<file path="src/rtl/usb_bulk_in_arbiter.sv">
`timescale 1ns/1ps
// usb_bulk_in_arbiter
// Shares the transactor's single bulk IN data path among NUM_SRC packet
// producers. Each IN fetch on ENDPOINT grants one ready source by round-robin
// and forwards exactly one USB packet (cut at MAX_PACKET bytes). The granted
// source then gets a done pulse if the host ACKed, or a redo pulse if the
// transaction failed and the packet has to be sent again.
module usb_bulk_in_arbiter #(
  parameter int         NUM_SRC    = 2,
  parameter logic [3:0] ENDPOINT   = 4'd2,
  parameter int         MAX_PACKET = 512
) (
  input  logic                 clock,
  input  logic                 reset,
  input  logic                 blk_start_i,
  input  logic                 blk_cycle_i,
  input  logic                 blk_fetch_i,
  input  logic [3:0]           blk_endpt_i,
  input  logic                 blk_error_i,
  output logic                 bulk_in_packet_o,
  input  logic [NUM_SRC-1:0]   src_ready_i,
  input  logic [NUM_SRC-1:0]   src_tvalid_i,
  output logic [NUM_SRC-1:0]   src_tready_o,
  input  logic [NUM_SRC-1:0]   src_tlast_i,
  input  logic [8*NUM_SRC-1:0] src_tdata_i,
  output logic [NUM_SRC-1:0]   src_done_o,
  output logic [NUM_SRC-1:0]   src_redo_o,
  output logic                 m_tvalid_o,
  input  logic                 m_tready_i,
  output logic                 m_tlast_o,
  output logic                 m_tkeep_o,
  output logic [7:0]           m_tdata_o,
  output logic [NUM_SRC-1:0]   grant_o,
  output logic                 busy_o
);

  localparam int IW = (NUM_SRC > 1) ? $clog2(NUM_SRC) : 1;
  localparam int CW = (MAX_PACKET > 1) ? $clog2(MAX_PACKET) : 1;
  localparam logic [CW-1:0] CNT_LAST = CW'(MAX_PACKET - 1);
  localparam logic [IW-1:0] SRC_LAST = IW'(NUM_SRC - 1);

  typedef enum logic [1:0] {
    ST_IDLE = 2'd0,
    ST_XFER = 2'd1,
    ST_DONE = 2'd2
  } state_t;

  state_t               state_q, state_d;
  logic [IW-1:0]        ptr_q, ptr_d;
  logic [IW-1:0]        sel_q, sel_d;
  logic [NUM_SRC-1:0]   grant_q, grant_d;
  logic [NUM_SRC-1:0]   done_q, done_d;
  logic [NUM_SRC-1:0]   redo_q, redo_d;
  logic [CW-1:0]        cnt_q, cnt_d;
  logic                 err_q, err_d;
  logic                 pkt_q, pkt_d;

  logic                 fetch;
  logic                 win_found;
  logic [IW-1:0]        win_idx;
  logic [IW:0]          cand;
  logic                 sel_tvalid;
  logic                 sel_tlast;
  logic [7:0]           sel_tdata;
  logic                 at_limit;
  logic                 hs;
  logic                 last_beat;

  function automatic logic [NUM_SRC-1:0] onehot(input logic [IW-1:0] idx);
    logic [NUM_SRC-1:0] v;
    v      = '0;
    v[idx] = 1'b1;
    return v;
  endfunction

  assign fetch     = blk_start_i & blk_fetch_i & (blk_endpt_i == ENDPOINT);
  assign at_limit  = (cnt_q == CNT_LAST);
  assign hs        = m_tvalid_o & m_tready_i;
  assign last_beat = hs & m_tlast_o;

  // Round-robin search: walk from the pointer upward with wrap; descending
  // loop so the candidate closest to the pointer is the one that sticks.
  always_comb begin
    win_found = 1'b0;
    win_idx   = '0;
    cand      = '0;
    for (int i = NUM_SRC - 1; i >= 0; i--) begin
      cand = {1'b0, ptr_q} + (IW+1)'(i);
      if (cand >= (IW+1)'(NUM_SRC)) begin
        cand = cand - (IW+1)'(NUM_SRC);
      end
      if (src_ready_i[cand[IW-1:0]]) begin
        win_found = 1'b1;
        win_idx   = cand[IW-1:0];
      end
    end
  end

  // Select the granted source's stream; one-hot grant keeps this a plain AND-OR mux.
  always_comb begin
    sel_tvalid = 1'b0;
    sel_tlast  = 1'b0;
    sel_tdata  = '0;
    for (int k = 0; k < NUM_SRC; k++) begin
      if (grant_q[k]) begin
        sel_tvalid = src_tvalid_i[k];
        sel_tlast  = src_tlast_i[k];
        sel_tdata  = src_tdata_i[8*k +: 8];
      end
    end
  end

  // Data path to the transactor is live only while a packet is moving.
  always_comb begin
    m_tvalid_o   = 1'b0;
    m_tkeep_o    = 1'b0;
    m_tlast_o    = 1'b0;
    m_tdata_o    = '0;
    src_tready_o = '0;
    if (state_q == ST_XFER) begin
      m_tvalid_o   = sel_tvalid;
      m_tkeep_o    = sel_tvalid;
      m_tlast_o    = sel_tlast | at_limit;
      m_tdata_o    = sel_tdata;
      src_tready_o = grant_q & {NUM_SRC{m_tready_i}};
    end
  end

  // Next-state logic: grant on fetch, move one packet, then report the outcome
  // once the transactor closes the transaction.
  always_comb begin
    state_d = state_q;
    ptr_d   = ptr_q;
    sel_d   = sel_q;
    grant_d = grant_q;
    cnt_d   = cnt_q;
    err_d   = err_q;
    done_d  = '0;
    redo_d  = '0;
    case (state_q)
      ST_IDLE: begin
        if (fetch && win_found) begin
          state_d = ST_XFER;
          sel_d   = win_idx;
          grant_d = onehot(win_idx);
          cnt_d   = '0;
          err_d   = 1'b0;
        end
      end
      ST_XFER: begin
        err_d = err_q | blk_error_i;
        if (hs && !at_limit) begin
          cnt_d = cnt_q + 1'b1;
        end
        if (last_beat) begin
          state_d = ST_DONE;
        end else if (!blk_cycle_i) begin
          // Transaction ended before the packet did: source must resend.
          state_d = ST_IDLE;
          redo_d  = grant_q;
          grant_d = '0;
        end
      end
      ST_DONE: begin
        err_d = err_q | blk_error_i;
        if (!blk_cycle_i) begin
          state_d = ST_IDLE;
          grant_d = '0;
          if (err_d) begin
            redo_d = grant_q;
          end else begin
            done_d = grant_q;
            ptr_d  = (sel_q == SRC_LAST) ? '0 : sel_q + 1'b1;
          end
        end
      end
      default: begin
        state_d = ST_IDLE;
        grant_d = '0;
      end
    endcase
    // Packet-available flag is only meaningful to the transactor while idle.
    pkt_d = (state_d == ST_IDLE) ? |src_ready_i : 1'b0;
  end

  // State and control registers; reset aborts any transfer silently.
  always_ff @(posedge clock) begin
    if (reset) begin
      state_q <= ST_IDLE;
      ptr_q   <= '0;
      sel_q   <= '0;
      grant_q <= '0;
      cnt_q   <= '0;
      err_q   <= 1'b0;
      done_q  <= '0;
      redo_q  <= '0;
      pkt_q   <= 1'b0;
    end else begin
      state_q <= state_d;
      ptr_q   <= ptr_d;
      sel_q   <= sel_d;
      grant_q <= grant_d;
      cnt_q   <= cnt_d;
      err_q   <= err_d;
      done_q  <= done_d;
      redo_q  <= redo_d;
      pkt_q   <= pkt_d;
    end
  end

  assign bulk_in_packet_o = pkt_q;
  assign src_done_o       = done_q;
  assign src_redo_o       = redo_q;
  assign grant_o          = grant_q;
  assign busy_o           = (state_q != ST_IDLE);

endmodule

</file>
<file path="config.mk">
export PLATFORM = sky130hd
export DESIGN_NAME = usb_bulk_in_arbiter
export DESIGN_NICKNAME = d
export VERILOG_FILES = /design/src/rtl/usb_bulk_in_arbiter.sv
export SDC_FILE = /design/constraint.sdc
export NUM_CORES = 1
export LEC_CHECK = 0
export CORE_ASPECT_RATIO = 1.1
export CORE_MARGIN = 2
export CORE_UTILIZATION = 41
export DETAILED_ROUTE_END_ITERATION = 8
export GPL_ROUTABILITY_DRIVEN = 0
export GPL_TIMING_DRIVEN = 0
export PLACE_DENSITY = 0.81
export SLEW_MARGIN = 30
export SYNTH_ARGS = -nofsm -noshare
export SYNTH_HDL_FRONTEND = slang
export SYNTH_SLANG_ARGS = --single-unit
</file>
<file path="constraint.sdc">
create_clock -name clock -period 5.5 [get_ports clock]
set_clock_uncertainty 0.1 [all_clocks]
set_input_delay 1.1 -clock clock [delete_from_list [all_inputs] [get_ports clock]]
set_output_delay 1.1 -clock clock [all_outputs]
set_load 0.01 [all_outputs]
</file>
==> results of run 1 <==
## cells in the final DEF (no fill, tap or decap), types with 2 or more instances in the layout
master           count
a21oi_1              7
a221oi_1             2
a22oi_1              8
a31oi_1              3
and3_1               4
buf_2                2
buf_4                3
clkbuf_1             4
clkbuf_4             3
clkdlybuf4s50_1     53
dfxtp_1             21
ha_1                 6
inv_1                7
mux2i_1              8
nand2_1             12
nand2b_1             9
nand3_1              4
nand3b_1             2
nor2_1              15
nor2b_1              4
nor3_1               3
nor3b_1              2
nor4_1               4
o2111ai_1            2
o211ai_1             3
o21a_1               2
o31ai_1              3
## area by class of cell
cell class	count	area [µm²]
clock buffer	4	26.3
sequential	21	420
multi-input combinational	126	918
tap	48	60.1
fill	311	1300
inverter	8	30.0
buffer	8	43.8
timing repair buffer	53	531
## per-layer routing
layer	share of wire [%]	wire length (µm)
met4	0.81	28
met1	44	1510
met2	47	1620
met3	8.7	301
met5	0	0
## cell families after synthesis
| group | Yosys count |
|---|---|
| simple gates | 67 |
| compound gates | 45 |
| flops | 21 |
| buf+inv | 16 |
| mux | 8 |
| fa+ha+maj | 6 |
## power by group through the flow
stage	Sequential [mW]	Combinational (mW)	Clock, mW
after floorplan	0.158	0.0151	0
after global placement	0.157	0.0443	0
after detailed placement	0.157	0.0450	0
after CTS	0.154	0.0452	0.0763
after global routing	0.154	0.0488	0.0834
final	0.154	0.0449	0.0739
## critical path, cell delays in order
cell	delay [ns]
clkdlybuf4s50_1	0.55
nand3b_4	0.12
a21oi_1	0.22
buf_4	0.14
clkdlybuf4s50_1	0.52
## registers in the layout (all words and copies together) (netlist names)
name              flops
bulk_in_packet_o      1
state_q               2
src_done_o            2
src_redo_o            2
sel_q                 1
grant_o               2
cnt_q                 9
err_q                 1
ptr_q                 1
## synthesized netlist by cell type, drive strengths merged (2+ instances only)
cell and n:
a21oi 7, a221oi 3, a22oi 8, a31oi 4
and3 4, buf 5, clkbuf 3, dfxtp 21
ha 6, inv 8, mux2i 8, nand2 12
nand2b 9, nand3 4, nand3b 3, nor2 15
nor2b 4, nor3 3, nor3b 2, nor4 4
o2111ai 2, o211ai 3, o21a 2, o31ai 4
## worst max path at each step
stage,endpoint,slack [ns],cells past startpoint
2_1_floorplan,m_tvalid_o,2.65,3
3_3_place_gp,m_tvalid_o,1.67,5
3_5_place_dp,m_tvalid_o,1.66,5
4_1_cts,m_tvalid_o,1.65,5
5_1_grt,m_tvalid_o,1.58,5
6_report,m_tvalid_o,1.65,5
## metrics by stage
stage / hold WS, ns / power (mW)
floorplan: 0.338 / 0.173
global placement: 0.353 / 0.202
detailed placement: 0.358 / 0.202
CTS: 0.374 / 0.275
global route: 0.392 / 0.286
finish: 0.373 / 0.273
==> impl_metrics.json, run 1 <==
{
  "clock_path_buffers": 2,
  "cp.arrival_ns": 2.65,
  "path_max_fanout": 5,
  "synth_nets": 202,
  "final.period_utilization_pct": 70.0,
  "synth_compound_area_share_pct": 27.2,
  "htree_levels": 1,
  "slew_headroom_pct": 69.2,
  "synth_top_area_share_pct": 29.8,
  "ys_top_cells_by_area": "dfxtp_1, mux2i_1, ha_1, a22oi_1, nand2b_1",
  "yosysUniqueCellTypes": 49,
  "insertion_delay_ns": 0.30,
  "drt_iter0_drc": 46,
  "min_path_type": "reg -> reg",
  "drc_errors": 0,
  "p_sw_mw": 0.0637,
  "post_drt_wl_per_cell_um": 12.9,
  "ys.warnings.count": 0,
  "die_w_um": 60.0,
  "power_frac_seq_pct": 56.4,
  "async_reset_ff_share_pct": 0,
  "postCtsSetupBuffers": 0,
  "top_usage_layer": "met2",
  "synth-edff-count": 0,
  "via_per_inst": 5.46,
  "yosys.area.top_type": "dfxtp_1",
  "hold_end": "cnt_q[7]",
  "cts_hold_buf": 0,
  "seq_area_frac_synth_pct": 29.8,
  "clockPowerShare_pct": 27.1,
  "ios": 54,
  "drv_cap": 0,
  "place.detailed.hpwl_um": 2780,
  "clockRootBuffer": "clkbuf_4",
  "drive_gt1_share_pct": 8.18,
  "hold_viol_final": 0,
  "p_int_mw": 0.209,
  "synth_top_family_by_area": "compound AO/OA/AOI/OAI gates",
  "syn_to_final_growth_pct": 43.7,
  "ctsResizeCount": 0,
  "grt_use_total_pct": 18.2,
  "hold_depth": 2,
  "synth-main-ff-cell": "dfxtp_1",
  "fin_nets": 260,
  "use_met2_pct": 30.8,
  "layout_setup_ws_ns": 1.65,
  "fin_util_pct": 60.9,
  "placed_area_um2": 2000,
  "clk_pin_slew_worst_paths_ns": 0.11,
  "reg2reg_depth": 8,
  "diodes": 0,
  "min_from": "cnt_q[7]",
  "rrSetupSlack_ns": 3.26,
  "dp.cells": 264,
  "clock-sinks": 21,
  "grt_pass1_vias": 1334,
  "powerDensity_nw_per_um2": 134,
  "drt_pre_antenna_iters": 4,
  "grt_setup_unrepaired": "false",
  "critical_path_class": "in -> out",
  "cts_tree": "built",
  "grt_max_degree": 12,
  "p_sw_share_pct": 23.4,
  "vias": 1463,
  "overflow": 0,
  "setup.worst_path.start": "src_tvalid_i[0]",
  "antenna_found_initial": 0,
  "ant_nets": 0,
  "grt_pass1_wl_um": 5670,
  "stdcell_area_um2": 2030,
  "required_ns": 4.30,
  "ir_worst_vdd_mv": 0.0982,
  "fp-row-count": 22,
  "port_buffers": 53,
  "avgSynthCellArea_um2": 8.67,
  "fin_cells": 268,
  "fin_crit_ns": 3.85,
  "die_h_um": 65.6,
  "initial_utilization_pct": 42.4,
  "met3_usage_pct": 4.13,
  "synth_fa_ha_area_share_pct": 5.31,
  "synth_area_um2": 1410,
  "synth_xor_xnor_area_share_pct": 0,
  "critPathLaunchType": "input pin",
  "synth-seq-cells": 21,
  "status": "finished clean",
  "comb_power_share_pct": 16.5,
  "setup-violations-final": 0,
  "tns_ns": 0,
  "worst_pin_slew_ns": 0.458,
  "synthMuxAreaShare_pct": 5.67,
  "yosys.area_share.simple_pct": 26.8,
  "slew_viol_final": 0,
  "numCtsBuffers": 3,
  "design.die.area_um2": 3930,
  "coreArea_um2": 3330,
  "wirelength_um": 3460,
  "r2r-start": "cnt_q[3]",
  "grtUsageMet1_pct": 22.6,
  "r2r-end": "grant_o[0]",
  "p_leak_nw": 0.725,
  "place_ws_ns": 1.66,
  "end_kind": "output pin",
  "synthCells": 163,
  "fmax_mhz": 260
}
(Power assumes the default switching activity.)
==> run 2: changes to the inputs <==
--- a/config.mk
+++ b/config.mk
@@ -7,7 +7,7 @@
 export LEC_CHECK = 0
 export CORE_ASPECT_RATIO = 1.1
 export CORE_MARGIN = 2
-export CORE_UTILIZATION = 41
+export CORE_UTILIZATION = 39
 export DETAILED_ROUTE_END_ITERATION = 8
 export GPL_ROUTABILITY_DRIVEN = 0
 export GPL_TIMING_DRIVEN = 0
==> constraint.sdc (replaced) <==
create_clock -name clock -period 3.1 [get_ports clock]
set_clock_uncertainty 0.1 [all_clocks]
set_input_delay 0.62 -clock clock [delete_from_list [all_inputs] [get_ports clock]]
set_output_delay 0.62 -clock clock [all_outputs]
set_load 0.01 [all_outputs]
==> impl_metrics.json, run 2 (synthesis gave the netlist of run 1 again) <==
{
  "status": "finished clean",
  "drt_iter0_drc": 48,
  "powerDensity_nw_per_um2": 240,
  "worst_pin_slew_ns": 0.497,
  "grt_pass1_vias": 1274,
  "fin_nets": 259,
  "tns_ns": 0,
  "clock_path_buffers": 2,
  "final.period_utilization_pct": 94.9,
  "p_int_mw": 0.371,
  "drive_gt1_share_pct": 9.59,
  "min_path_type": "reg -> reg",
  "port_buffers": 53,
  "grt_pass1_wl_um": 5520,
  "p_leak_nw": 0.722,
  "seqCellArea_um2": 422,
  "clock-sinks": 21,
  "slew_viol_final": 0,
  "cp.arrival_ns": 2.22,
  "numCtsBuffers": 3,
  "place.detailed.hpwl_um": 2750,
  "setup-violations-final": 0,
  "clk_pin_slew_worst_paths_ns": 0.11,
  "cp_common_cell": "and3_1",
  "ant_nets": 0,
  "grt_setup_unrepaired": "false",
  "largest-register": "cnt_q",
  "fin_util_pct": 59.6,
  "wirelength_um": 3500,
  "htree_levels": 1,
  "clockRootBuffer": "clkbuf_4",
  "power_frac_seq_pct": 55.9,
  "fmax_mhz": 340,
  "initial_utilization_pct": 41.4,
  "die_w_um": 61.4,
  "crit_chain": "and3_1 -> and3_1 -> and3_1 -> ha_2 -> a21oi_2 -> a21oi_1 -> clkdlybuf4s50_1",
  "comb_power_share_pct": 16.4,
  "grt_use_total_pct": 17.5,
  "insertion_delay_ns": 0.31,
  "via_per_inst": 5.59,
  "largest_register_ffs": 9,
  "hold_viol_final": 0,
  "fill_cells": 322,
  "p_sw_mw": 0.118,
  "ir_worst_vdd_mv": 0.173,
  "die_h_um": 67.1,
  "overflow": 0,
  "critPathLaunchType": "flip-flop",
  "grt_max_degree": 12,
  "post_drt_wl_per_cell_um": 13.1,
  "layout_commonest_cell": "clkdlybuf4s50_1",
  "drc_errors": 0,
  "end_kind": "output pin",
  "path_max_fanout": 4,
  "slew_headroom_pct": 66.6,
  "design.die.area_um2": 4120,
  "clockPowerShare_pct": 27.7,
  "coreArea_um2": 3410,
  "layout_common_cells": "clkdlybuf4s50_1, dfxtp_1, nor2_1",
  "slowest_delay_ns": 0.56,
  "antenna_found_initial": 0,
  "syn_to_final_growth_pct": 43.9,
  "vias": 1493,
  "p_sw_share_pct": 24.1,
  "cts_tree": "built",
  "required_ns": 2.38,
  "fp-row-count": 22,
  "ios": 54,
  "multi_input_area_um2": 925,
  "critical_path_class": "reg -> out",
  "diodes": 0,
  "drv_cap": 0,
  "drt_pre_antenna_iters": 4,
  "fin_crit_ns": 2.94,
  "slowest_stage": "clkdlybuf4s50_1"
}
==> run 2: through the flow <==
step / setup WS, ns / cells / power, mW / hold WS [ns] / cell area, µm²
final: 0.157 / 267 / 0.489 / 0.375 / 2030
after detailed placement: 0.231 / 264 / 0.359 / 0.364 / 2000
after floorplan: 0.978 / 163 / 0.306 / 0.338 / 1410
after CTS: 0.0297 / 268 / 0.493 / 0.380 / 2030
after global routing: 0.00800 / 267 / 0.508 / 0.414 / 2030
after global placement: 0.263 / 264 / 0.358 / 0.352 / 2000
==> run 2: area by class of cell <==
cell class | count | share of cell area, %
Buffer | 7 | 1.97
Tap cell | 48 | 2.95
Inverter | 8 | 1.48
Sequential cell | 21 | 20.7
Clock buffer | 4 | 1.29
Timing Repair Buffer | 53 | 26.1
Multi-Input combinational cell | 126 | 45.5
==> run 2: final timing paths <==
check | end | start | slack, ns | cells past startpoint
setup / recovery | m_tlast_o | cnt_q[3] | 0.16 | 7
hold / removal | cnt_q[7] | cnt_q[7] | 0.37 | 2
setup reg to reg | grant_o[1] | cnt_q[3] | 0.93 | 8
hold reg to reg | cnt_q[7] | cnt_q[7] | 0.37 | 2
==> run 2: what timing repair did <==
| action | 4_1_cts | 5_1_grt |
|---|---|---|
| buffers inserted | 0 | 0 |
| endpoints found under the setup margin | 0 | 2 |
| endpoints found under the hold margin | 0 | 0 |
| hold buffers | 0 | 0 |
| resized for setup | 0 | 3 |
==> run 2: worst max-delay path: cells and delay by family, from the launching register on <==
family / cells / cell delay, ns
AND/OR/NAND/NOR: 3 / 0.57
buffers and inverters: 1 / 0.56
flip-flops: 1 / 0.38
adder cells (fa/ha/maj): 1 / 0.21
AO/OA/AOI/OAI: 2 / 0.21
==> run 2: power by group through the flow <==
stage,registers (mW),clock network [mW],logic (mW)
final,0.273,0.135,0.0802
after global routing,0.273,0.148,0.0867
after CTS,0.273,0.140,0.0800
after detailed placement,0.279,0,0.0797
after global placement,0.279,0,0.0787
after floorplan,0.279,0,0.0268
==> run 2: layer usage <==
metal  track usage [%]  part of all wire, %  vias up
li1                  -                    -      733
met1              21.0                   44      683
met2              29.7                   44       68
met3              3.30                  9.7        9
met4              8.24                  2.0        0
met5                 0                    0        -
==> run 3: changes to the inputs <==
--- a/config.mk
+++ b/config.mk
@@ -6,7 +6,7 @@
 export NUM_CORES = 1
 export LEC_CHECK = 0
 export CORE_ASPECT_RATIO = 1.1
-export CORE_MARGIN = 2
+export CORE_MARGIN = 1
 export CORE_UTILIZATION = 39
 export DETAILED_ROUTE_END_ITERATION = 8
 export GPL_ROUTABILITY_DRIVEN = 0
==> impl_metrics.json, run 3 (synthesis gave the netlist of run 1 again) <==
{
  "cts_tree": "built",
  "overflow": 0,
  "via_per_inst": 5.53,
  "critical_path_class": "reg -> out",
  "antenna_found_initial": 0,
  "slew_viol_final": 0,
  "insertion_delay_ns": 0.31,
  "post_drt_wl_per_cell_um": 13.1,
  "largest-register": "cnt_q",
  "cp_common_cell": "and3_1",
  "ios": 54,
  "worst_pin_slew_ns": 0.510,
  "die_w_um": 59.4,
  "syn_to_final_growth_pct": 43.9,
  "status": "finished clean",
  "tns_ns": 0,
  "p_sw_mw": 0.117,
  "clock_path_buffers": 2,
  "cts_hold_buf": 0,
  "grt_use_total_pct": 18.2,
  "design.die.area_um2": 3870,
  "grt_pass1_vias": 1259,
  "vias": 1477,
  "layout_setup_ws_ns": 0.150,
  "cp_top_family": "simple AND/OR/NAND/NOR gates",
  "min_path_type": "reg -> reg",
  "grt_setup_unrepaired": "false",
  "comb_power_share_pct": 16.4,
  "p_sw_share_pct": 24.0,
  "p_leak_nw": 0.722,
  "port_buffers": 53,
  "crit_cells": 7,
  "r2r-start": "cnt_q[3]",
  "clk_pin_slew_worst_paths_ns": 0.11,
  "fp-row-count": 22,
  "drive_gt1_share_pct": 9.59,
  "grt_max_degree": 12,
  "p_int_mw": 0.371,
  "wirelength_um": 3500,
  "hold_viol_final": 0,
  "powerDensity_nw_per_um2": 240,
  "rrSetupSlack_ns": 0.94,
  "place_ws_ns": 0.238,
  "clockPowerShare_pct": 27.6,
  "crit_chain": "and3_1 -> and3_1 -> and3_1 -> ha_2 -> a21oi_2 -> a21oi_1 -> clkdlybuf4s50_1",
  "fin_nets": 259,
  "setup.worst_path.start": "cnt_q[3]",
  "diodes": 0,
  "path_max_fanout": 4,
  "final.period_utilization_pct": 95.2,
  "r2r-end": "grant_o[1]",
  "initial_utilization_pct": 41.7,
  "clockRootBuffer": "clkbuf_4",
  "layout_commonest_cell": "clkdlybuf4s50_1",
  "numCtsBuffers": 3,
  "grt_pass1_wl_um": 5460,
  "htree_levels": 1,
  "drt_iter0_drc": 54,
  "postCtsSetupBuffers": 0,
  "coreArea_um2": 3390,
  "end_kind": "output pin",
  "drv_cap": 0,
  "critPathLaunchType": "flip-flop",
  "reg2reg_depth": 8,
  "ir_worst_vdd_mv": 0.258,
  "slowest_stage": "clkdlybuf4s50_1",
  "fmax_mhz": 339,
  "cp.arrival_ns": 2.23,
  "fin_util_pct": 60.1,
  "ant_nets": 0,
  "fill_cells": 322,
  "setup-violations-final": 0,
  "crit_end": "m_tlast_o",
  "cp_num_buf_inv": 1,
  "slowest_delay_ns": 0.56,
  "largest_register_ffs": 9,
  "layout_common_cells": "clkdlybuf4s50_1, dfxtp_1, nor2_1",
  "fin_crit_ns": 2.95,
  "drc_errors": 0,
  "drt_pre_antenna_iters": 4,
  "required_ns": 2.38,
  "place.detailed.hpwl_um": 2810,
  "dp.cells": 264,
  "die_h_um": 65.1,
  "slew_headroom_pct": 65.7,
  "power_frac_seq_pct": 55.9,
  "clock-sinks": 21,
  "fin_cells": 267
}
## run 3: what timing repair did
item	CTS	global route
endpoints found under the setup margin	0	2
resized for setup	0	3
endpoints found under the hold margin	0	0
## run 3: layout make-up
cell class                 instances  area, µm²  share of cell area, %
inverter                           8       30.0                   1.48
sequential                        21        422                   20.7
buffer                             7       40.0                   1.97
tap                               48       60.1                   2.95
timing repair buffer              53        531                   26.1
multi-input combinational        126        925                   45.5
clock buffer                       4       26.3                   1.29
## run 3: worst min path at each step
stage | startpoint | to | slack (ns) | cells past startpoint
2_1_floorplan | cnt_q[7] | cnt_q[7] | 0.34 | 2
3_5_place_dp | cnt_q[4] | cnt_q[4] | 0.36 | 2
5_1_grt | cnt_q[7] | cnt_q[7] | 0.40 | 2
6_report | cnt_q[4] | cnt_q[4] | 0.38 | 2
3_3_place_gp | cnt_q[4] | cnt_q[4] | 0.35 | 2
4_1_cts | cnt_q[4] | cnt_q[4] | 0.38 | 2
## run 3: routing by layer
layer,vias to the layer above,share of wire [%],global-route usage (%)
li1,729,-,-
met1,687,44,22.0
met2,57,47,31.7
met3,4,8.0,3.15
met4,0,1.3,6.25
met5,-,0,0
## run 3: worst reg2reg max path: cells and delay by family (launching register included)
family,cells,cell delay [ns]
and+or+nand+nor,4,0.71
adders and majority gates,1,0.21
AOI/OAI and AO/OA,2,0.44
DFF,1,0.39
muxes,1,0.23
## run 3: per-stage QoR
stage          area (µm²)  hold slack (ns)  power, mW
3_5_place_dp         2000            0.359      0.359
6_report             2030            0.377      0.488
2_1_floorplan        1410            0.338      0.306
5_1_grt              2030            0.401      0.511
4_1_cts              2030            0.376      0.490
3_3_place_gp         2000            0.353      0.358
## run 3: power by group through the flow
stage               registers (mW)  logic, mW  clock network [mW]
finish                       0.273     0.0802               0.135
CTS                          0.273     0.0805               0.137
global route                 0.274     0.0865               0.150
detailed placement           0.279     0.0801                   0
floorplan                    0.279     0.0268                   0
global placement             0.279     0.0789                   0
